[config.mk]
export PLATFORM = sky130hd
export DESIGN_NAME = exu_pipelined
export DESIGN_NICKNAME = d
export VERILOG_FILES = /design/src/rtl/exu_pipelined.sv
export SDC_FILE = /design/constraint.sdc
export NUM_CORES = 2
export LEC_CHECK = 0
export CORE_MARGIN = 5
export CORE_UTILIZATION = 48
export DETAILED_ROUTE_END_ITERATION = 6
export PLACE_DENSITY = 0.68
export SETUP_SLACK_MARGIN = 0.3
export SYNTH_ARGS = -nofsm -noshare
export SYNTH_HDL_FRONTEND = slang
export SYNTH_SLANG_ARGS = --single-unit
[constraint.sdc]
create_clock -name clk -period 14.6 [get_ports clk]
set_input_delay 4.38 -clock clk [delete_from_list [all_inputs] [get_ports clk]]
set_output_delay 4.38 -clock clk [all_outputs]
set_load 0.1 [all_outputs]
[src/rtl/exu_pipelined.sv]
// exu_pipelined: valid/ready execute stage with single-cycle ALU/branch, iterative divider and result FIFO.
// Build option: define EXU_PIPELINED_EARLY_OUT_EN to skip the divide loop when |rs1| < |rs2|.
package exu_pipelined_pkg;
    typedef enum logic [5:0] {
        OP_ADD, OP_SUB, OP_AND, OP_OR, OP_XOR, OP_SLL, OP_SRL, OP_SRA, OP_SLT, OP_SLTU,
        OP_ADDI, OP_ANDI, OP_ORI, OP_XORI, OP_SLLI, OP_SRLI, OP_SRAI, OP_SLTI, OP_SLTIU,
        OP_LUI, OP_AUIPC,
        OP_BEQ, OP_BNE, OP_BLT, OP_BGE, OP_BLTU, OP_BGEU, OP_JAL, OP_JALR,
        OP_DIV, OP_DIVU, OP_REM, OP_REMU
    } op_t;
endpackage

module exu_pipelined
    import exu_pipelined_pkg::*;
#(
    parameter int XLEN       = 32,
    parameter int DIV_UNROLL = 1,
    parameter int OUT_DEPTH  = 2,
    parameter int TAG_W      = 4
) (
    input  logic             clk,
    input  logic             rst,
    input  logic             flush,
    input  logic             in_valid,
    output logic             in_ready,
    input  op_t              op,
    input  logic [XLEN-1:0]  pc,
    input  logic [XLEN-1:0]  rs1,
    input  logic [XLEN-1:0]  rs2,
    input  logic [XLEN-1:0]  imm,
    input  logic [TAG_W-1:0] in_tag,
    input  logic             pred_taken,
    input  logic [XLEN-1:0]  pred_target,
    output logic             out_valid,
    input  logic             out_ready,
    output logic [XLEN-1:0]  out_data,
    output logic [TAG_W-1:0] out_tag,
    output logic             redirect_valid,
    output logic [XLEN-1:0]  redirect_pc,
    output logic             busy
);
    localparam int SH_W  = $clog2(XLEN);
    localparam int ITER  = XLEN / DIV_UNROLL;
    localparam int CNT_W = $clog2(ITER) + 1;
    localparam int PTR_W = (OUT_DEPTH > 1) ? $clog2(OUT_DEPTH) : 1;
    localparam int FILL_W = $clog2(OUT_DEPTH + 1);

    typedef enum logic [1:0] {S_IDLE, S_DIV, S_FIX} state_t;

    state_t            state_q, state_d;
    logic [CNT_W-1:0]  cnt_q, cnt_d;
    logic [XLEN-1:0]   dvd_q, dvd_d, rem_q, rem_d, dsr_q, dsr_d;
    logic              quo_neg_q, quo_neg_d, rem_neg_q, rem_neg_d, want_rem_q, want_rem_d;
    logic [TAG_W-1:0]  div_tag_q, div_tag_d;
    logic [XLEN-1:0]   data_mem_q [OUT_DEPTH];
    logic [XLEN-1:0]   data_mem_d [OUT_DEPTH];
    logic [TAG_W-1:0]  tag_mem_q [OUT_DEPTH];
    logic [TAG_W-1:0]  tag_mem_d [OUT_DEPTH];
    logic [PTR_W-1:0]  wr_ptr_q, wr_ptr_d, rd_ptr_q, rd_ptr_d;
    logic [FILL_W-1:0] fill_q, fill_d;
    logic              redirect_valid_q, redirect_valid_d;
    logic [XLEN-1:0]   redirect_pc_q, redirect_pc_d;

    logic              is_imm, is_branch, is_div, alu_push, taken, mispredict;
    logic [XLEN-1:0]   opb, alu_res, pc_plus4, jalr_sum, br_target, next_pc;
    logic [SH_W-1:0]   shamt;
    logic              sgn_op, div_zero, div_ovf, div_early;
    logic [XLEN-1:0]   abs1, abs2, fix_quo, fix_rem, fix_res;
    logic [XLEN:0]     step_rem;
    logic [XLEN-1:0]   step_quo;
    logic              pop, space, accept, push_en;
    logic [XLEN-1:0]   push_data;
    logic [TAG_W-1:0]  push_tag;

    always_comb begin
        is_imm    = op inside {OP_ADDI, OP_ANDI, OP_ORI, OP_XORI, OP_SLLI, OP_SRLI, OP_SRAI,
                               OP_SLTI, OP_SLTIU};
        opb       = is_imm ? imm : rs2;
        shamt     = opb[SH_W-1:0];
        pc_plus4  = pc + XLEN'(4);
        jalr_sum  = rs1 + imm;
        br_target = pc + imm;
        is_branch = 1'b0;
        is_div    = 1'b0;
        alu_push  = 1'b1;
        taken     = 1'b0;
        alu_res   = '0;
        case (op)
            OP_ADD, OP_ADDI:   alu_res = rs1 + opb;
            OP_SUB:            alu_res = rs1 - rs2;
            OP_AND, OP_ANDI:   alu_res = rs1 & opb;
            OP_OR, OP_ORI:     alu_res = rs1 | opb;
            OP_XOR, OP_XORI:   alu_res = rs1 ^ opb;
            OP_SLL, OP_SLLI:   alu_res = rs1 << shamt;
            OP_SRL, OP_SRLI:   alu_res = rs1 >> shamt;
            OP_SRA, OP_SRAI:   alu_res = $signed(rs1) >>> shamt;
            OP_SLT, OP_SLTI:   alu_res = {{(XLEN-1){1'b0}}, $signed(rs1) < $signed(opb)};
            OP_SLTU, OP_SLTIU: alu_res = {{(XLEN-1){1'b0}}, rs1 < opb};
            OP_LUI:            alu_res = imm;
            OP_AUIPC:          alu_res = pc + imm;
            OP_BEQ:  begin is_branch = 1'b1; alu_push = 1'b0; taken = (rs1 == rs2); end
            OP_BNE:  begin is_branch = 1'b1; alu_push = 1'b0; taken = (rs1 != rs2); end
            OP_BLT:  begin is_branch = 1'b1; alu_push = 1'b0; taken = ($signed(rs1) < $signed(rs2)); end
            OP_BGE:  begin is_branch = 1'b1; alu_push = 1'b0; taken = ($signed(rs1) >= $signed(rs2)); end
            OP_BLTU: begin is_branch = 1'b1; alu_push = 1'b0; taken = (rs1 < rs2); end
            OP_BGEU: begin is_branch = 1'b1; alu_push = 1'b0; taken = (rs1 >= rs2); end
            OP_JAL:  begin is_branch = 1'b1; taken = 1'b1; alu_res = pc_plus4; end
            OP_JALR: begin
                is_branch = 1'b1;
                taken     = 1'b1;
                alu_res   = pc_plus4;
                br_target = {jalr_sum[XLEN-1:1], 1'b0};
            end
            OP_DIV, OP_DIVU, OP_REM, OP_REMU: begin is_div = 1'b1; alu_push = 1'b0; end
            default: alu_res = '0;
        endcase
        next_pc    = taken ? br_target : pc_plus4;
        mispredict = is_branch && ((taken != pred_taken) || (taken && (br_target != pred_target)));

        sgn_op   = (op == OP_DIV) || (op == OP_REM);
        abs1     = (sgn_op && rs1[XLEN-1]) ? -rs1 : rs1;
        abs2     = (sgn_op && rs2[XLEN-1]) ? -rs2 : rs2;
        div_zero = (rs2 == '0);
        div_ovf  = sgn_op && (rs1 == {1'b1, {(XLEN-1){1'b0}}}) && (rs2 == '1);
`ifdef EXU_PIPELINED_EARLY_OUT_EN
        div_early = !div_zero && (abs1 < abs2);
`else
        div_early = 1'b0;
`endif
    end

    // Restoring division: DIV_UNROLL quotient bits shift into dvd as dividend bits shift out.
    always_comb begin
        step_rem = {1'b0, rem_q};
        step_quo = dvd_q;
        for (int i = 0; i < DIV_UNROLL; i++) begin
            step_rem = {step_rem[XLEN-1:0], step_quo[XLEN-1]};
            step_quo = {step_quo[XLEN-2:0], 1'b0};
            if (step_rem >= {1'b0, dsr_q}) begin
                step_rem    = step_rem - {1'b0, dsr_q};
                step_quo[0] = 1'b1;
            end
        end
        fix_quo = quo_neg_q ? -dvd_q : dvd_q;
        fix_rem = rem_neg_q ? -rem_q : rem_q;
        fix_res = want_rem_q ? fix_rem : fix_quo;
    end

    always_comb begin
        state_d          = state_q;
        cnt_d            = cnt_q;
        dvd_d            = dvd_q;
        rem_d            = rem_q;
        dsr_d            = dsr_q;
        quo_neg_d        = quo_neg_q;
        rem_neg_d        = rem_neg_q;
        want_rem_d       = want_rem_q;
        div_tag_d        = div_tag_q;
        redirect_valid_d = 1'b0;
        redirect_pc_d    = redirect_pc_q;
        push_en          = 1'b0;
        push_data        = '0;
        push_tag         = '0;
        pop              = out_ready && (fill_q != '0);
        space            = (fill_q != FILL_W'(OUT_DEPTH)) || pop;
        in_ready         = (state_q == S_IDLE) && !flush && space;
        accept           = in_valid && in_ready;

        case (state_q)
            S_IDLE: begin
                if (accept && is_div) begin
                    dvd_d      = abs1;
                    dsr_d      = abs2;
                    rem_d      = '0;
                    cnt_d      = '0;
                    quo_neg_d  = sgn_op && (rs1[XLEN-1] ^ rs2[XLEN-1]);
                    rem_neg_d  = sgn_op && rs1[XLEN-1];
                    want_rem_d = (op == OP_REM) || (op == OP_REMU);
                    div_tag_d  = in_tag;
                    state_d    = S_DIV;
                    // Special cases load final raw results and bypass the loop.
                    if (div_zero || div_ovf || div_early) begin
                        quo_neg_d = 1'b0;
                        rem_neg_d = 1'b0;
                        state_d   = S_FIX;
                        if (div_zero) begin
                            dvd_d = '1;
                            rem_d = rs1;
                        end else if (div_ovf) begin
                            dvd_d = rs1;
                            rem_d = '0;
                        end else begin
                            dvd_d = '0;
                            rem_d = rs1;
                        end
                    end
                end else if (accept) begin
                    push_en   = alu_push;
                    push_data = alu_res;
                    push_tag  = in_tag;
                    if (mispredict) begin
                        redirect_valid_d = 1'b1;
                        redirect_pc_d    = next_pc;
                    end
                end
            end
            S_DIV: begin
                dvd_d = step_quo;
                rem_d = step_rem[XLEN-1:0];
                cnt_d = cnt_q + CNT_W'(1);
                if (cnt_q == CNT_W'(ITER - 1)) state_d = S_FIX;
            end
            S_FIX: begin
                if (space) begin
                    push_en   = 1'b1;
                    push_data = fix_res;
                    push_tag  = div_tag_q;
                    state_d   = S_IDLE;
                end
            end
            default: state_d = S_IDLE;
        endcase

        data_mem_d = data_mem_q;
        tag_mem_d  = tag_mem_q;
        wr_ptr_d   = wr_ptr_q;
        rd_ptr_d   = rd_ptr_q;
        fill_d     = fill_q;
        if (push_en) begin
            data_mem_d[wr_ptr_q] = push_data;
            tag_mem_d[wr_ptr_q]  = push_tag;
            wr_ptr_d = (wr_ptr_q == PTR_W'(OUT_DEPTH - 1)) ? '0 : wr_ptr_q + PTR_W'(1);
        end
        if (pop) rd_ptr_d = (rd_ptr_q == PTR_W'(OUT_DEPTH - 1)) ? '0 : rd_ptr_q + PTR_W'(1);
        case ({push_en, pop})
            2'b10:   fill_d = fill_q + FILL_W'(1);
            2'b01:   fill_d = fill_q - FILL_W'(1);
            default: fill_d = fill_q;
        endcase

        if (flush) begin
            state_d          = S_IDLE;
            fill_d           = '0;
            wr_ptr_d         = '0;
            rd_ptr_d         = '0;
            redirect_valid_d = 1'b0;
        end
    end

    always_ff @(posedge clk) begin
        if (rst) begin
            state_q          <= S_IDLE;
            cnt_q            <= '0;
            dvd_q            <= '0;
            rem_q            <= '0;
            dsr_q            <= '0;
            quo_neg_q        <= 1'b0;
            rem_neg_q        <= 1'b0;
            want_rem_q       <= 1'b0;
            div_tag_q        <= '0;
            data_mem_q       <= '{default: '0};
            tag_mem_q        <= '{default: '0};
            wr_ptr_q         <= '0;
            rd_ptr_q         <= '0;
            fill_q           <= '0;
            redirect_valid_q <= 1'b0;
            redirect_pc_q    <= '0;
        end else begin
            state_q          <= state_d;
            cnt_q            <= cnt_d;
            dvd_q            <= dvd_d;
            rem_q            <= rem_d;
            dsr_q            <= dsr_d;
            quo_neg_q        <= quo_neg_d;
            rem_neg_q        <= rem_neg_d;
            want_rem_q       <= want_rem_d;
            div_tag_q        <= div_tag_d;
            data_mem_q       <= data_mem_d;
            tag_mem_q        <= tag_mem_d;
            wr_ptr_q         <= wr_ptr_d;
            rd_ptr_q         <= rd_ptr_d;
            fill_q           <= fill_d;
            redirect_valid_q <= redirect_valid_d;
            redirect_pc_q    <= redirect_pc_d;
        end
    end

    assign out_valid      = (fill_q != '0);
    assign out_data       = out_valid ? data_mem_q[rd_ptr_q] : '0;
    assign out_tag        = out_valid ? tag_mem_q[rd_ptr_q] : '0;
    assign redirect_valid = redirect_valid_q;
    assign redirect_pc    = redirect_pc_q;
    assign busy           = (state_q != S_IDLE);
endmodule

==> impl_results.md <==
- Outcome: finished, violations left
- Failing checks: DRC, capacitance limit, slew limit
- Post_cts resized: 0
- CTS Buf Count: 27
- Worst-path clk slew: 0.07 ns
- Synth Register Bits: 220
- Drt wl/cell: 31.0 microns
- Max frequency: 90.7 MHz
- Die ar.: 71200 sq um
- Antenna-violating nets left: 0
- Final Cycle Share: 75.5%
- GRT met1 Usage: 61.0%
- Max-cap viol count: 1
- Sequential element share of the synthesized area: 13.9%
- WP data required: 15.04 ns
- First-pass GRT wire length: 240000 microns
- DR iter-0 viols: 7100
- Critical path class: in2reg
- Clk_lat worst skew: 0.59 ns
- Number of port buffers: 247
- Normalized max-slew margin: -8.50%
- Initial Utilization: 48.3%
- Routed WL: 170000 microns
- Startpoint Class: primary input
- DR DRC count: 9
- Gpl congestion: 1.12
- Yosys top cell by area: dfxtp_1
- Vias/cell: 7.10
- Most common cell in the synthesized netlist: nor2_1
- RSZ-0062 raised after global routing: false
- Synth warn: 0
- Root Buffer: clkbuf_16
- Die height: 267 microns
- Fillers: 6504
- Post-detail-place hpwl: 133000 microns
- Final setup viols: 0
- LEAKAGE: 13.5 nW
- Core outline area: 65600 sq um
- Largest net degree at the start of global routing: 92
- Met3 usage: 14.4%
- Mapped Nets: 4920
- Slowest stage delay, CP: 1.02 ns
- Worst min path class: reg2reg
- Ys async rst share: 0%
- Worst Path Arrival: 11.47 ns
- Primary FF master, synth: dfxtp_1
- Slew Limit Fails: 3
- Die Span X: 267 microns
- Placed cell area: 34900 sq um
- Largest fanout on the critical path: 22
- I/O pin count: 248
- Syn_area_per_cell: 7.01 sq um
- Hold-fix buffers, CTS: 0
- P&R area growth vs syn: 13.0%
- Grt ovf: 0
- Clock sink total: 220
- CTS tree: yes
- Clk buf depth: 3
- VDD IR-drop max: 0.0782 mV
- Share of cells above drive strength 1: 6.10%
- Top cells by area, synth: dfxtp_1, ha_1, a21oi_1, xnor2_1, nor2_1
- Post-CTS setup buffers: 0
- Row Count: 94
- Least-Margin Pin Slew: 1.62 ns
- Most used routing layer in global routing: met2
- Design area: 35800 sq um
- Global routing met2 resource utilization: 63.3%
- Vias in the first global route: 34200
- PwrDens: 70.8 nW/um^2
- H-tree Lvls: 1
- DRT Pass-1 Iters: 7
- Minimum clock period: 11.03 ns
- Yosys cell types: 106
- Clock skew: 0.0354 ns
- Critical path's slowest cell: o31ai_1
- Initial antenna violation count: 8
- Cell family with most CP delay: compound AO/OA/AOI/OAI gates
- Setup TNS: 0 ns
- DR vias: 38800
- Gate Count Post-Synth: 4517
- Final Hold Fails: 0
- # nets final: 4974
- Total track usage: 44.8%
- Post-synth top area share: 13.9%
- Crit path buf inv count: 3
- Post-Syn Area: 31700 sq um
- Post-synth top cells: nor2_1, nand2_1, a21oi_1, o21ai_0, clkbuf_1
- Worst Setup End Kind: flip-flop
- Cell Chain, Critical Path: clkdlybuf4s50_1, nand2b_1, o32ai_2, buf_4, nand3_1, nand2_1, buf_4, ha_1, a21o_1, a21o_1, a211oi_1, or3_1, a31oi_1, o21bai_1, o311ai_0, mux2i_1, o21ai_0, o31ai_1, o21a_1, nor2_1
- Post-synth EDFFs: 0
## layer usage
metal,vias up,share of wire [%],routed length [microns]
met5,-,0.041,70
met1,18300,39,66300
met2,2900,40,67100
met4,10,6.8,11600
li1,17000,-,-
met3,557,14,24600
## stage by stage
step           std cells  setup WS [ns]  hold WS [ns]  util, %  total power [mW]
2_1_floorplan       4517           3.42         0.432        -              1.38
3_3_place_gp        5406           3.48         0.442     53.2              1.80
3_5_place_dp        5406           3.37         0.446     53.2              1.80
4_1_cts             5456           3.70         0.454     54.5              2.48
5_1_grt             5456           3.16         0.471     54.5              2.61
6_report            5463           3.57         0.454     54.6              2.54
## cells in the final DEF (no fill, tap or decap), types with 146 or more instances in the layout
master / Yosys / routed
nor2_1: 438 / 432
nand2_1: 400 / 399
a21oi_1: 363 / 361
o21ai_0: 313 / 311
clkdlybuf4s50_1: 0 / 246
ha_1: 222 / 222
dfxtp_1: 220 / 218
xnor2_1: 207 / 207
nand3_1: 175 / 175
inv_1: 172 / 172
a211oi_1: 147 / 146
## layout make-up
cell class              count  area, sq um  share of cell area, %
repair buffers            364         3350                   9.35
clock inverters            14          116                  0.325
clock buffers              36          769                   2.15
flip-flops and latches    220         4410                   12.3
multi-input cells        3781        25400                   70.9
well taps                 864         1080                   3.02
diodes                      7         17.5                 0.0489
inverters                 177          666                   1.86
## logic make-up after synthesis
kind of cell / Yosys count / synth area share (%)
buffers and inverters: 516 / 6.44
XOR/XNOR: 305 / 8.57
adder cells (fa/ha/maj): 227 / 9.09
flip-flops: 220 / 13.9
AO/OA/AOI/OAI: 1614 / 34.5
AND/OR/NAND/NOR: 1491 / 22.2
multiplexers: 144 / 5.32
## sequential cells by signal, indices dropped and copies added (netlist names), 4 cells and up
name,count
data_mem_q,64
redirect_pc,32
cnt_q,6
rem_q,32
dsr_q,32
tag_mem_q,8
dvd_q,32
div_tag_q,4
## final timing paths
check                    startpoint                     endpoint  slack (ns)  depth (start not counted)
max                           op[3]  data_mem_q[29]$_SDFFE_PP0P_        3.57                         20
min          dsr_q[25]$_SDFFE_PP0P_       dsr_q[25]$_SDFFE_PP0P_        0.45                          2
max reg2reg   dvd_q[2]$_SDFFE_PP0P_  data_mem_q[20]$_SDFFE_PP0P_        9.22                         13
min reg2reg  dsr_q[25]$_SDFFE_PP0P_       dsr_q[25]$_SDFFE_PP0P_        0.45                          2
## report_power, final
part	leakage [nW]	total, mW	switching, mW	internal (mW)
combinational	11.3	1.23	0.823	0.411
sequential	1.78	0.617	0.00742	0.610
clock	0.436	0.684	0.295	0.389
## tightest hold or removal path, cell delays in order (launching register included)
cell and delay, ns:
dfxtp_1 0.31, nand2_1 0.05, a21oi_1 0.05
(Power assumes the default switching activity.)
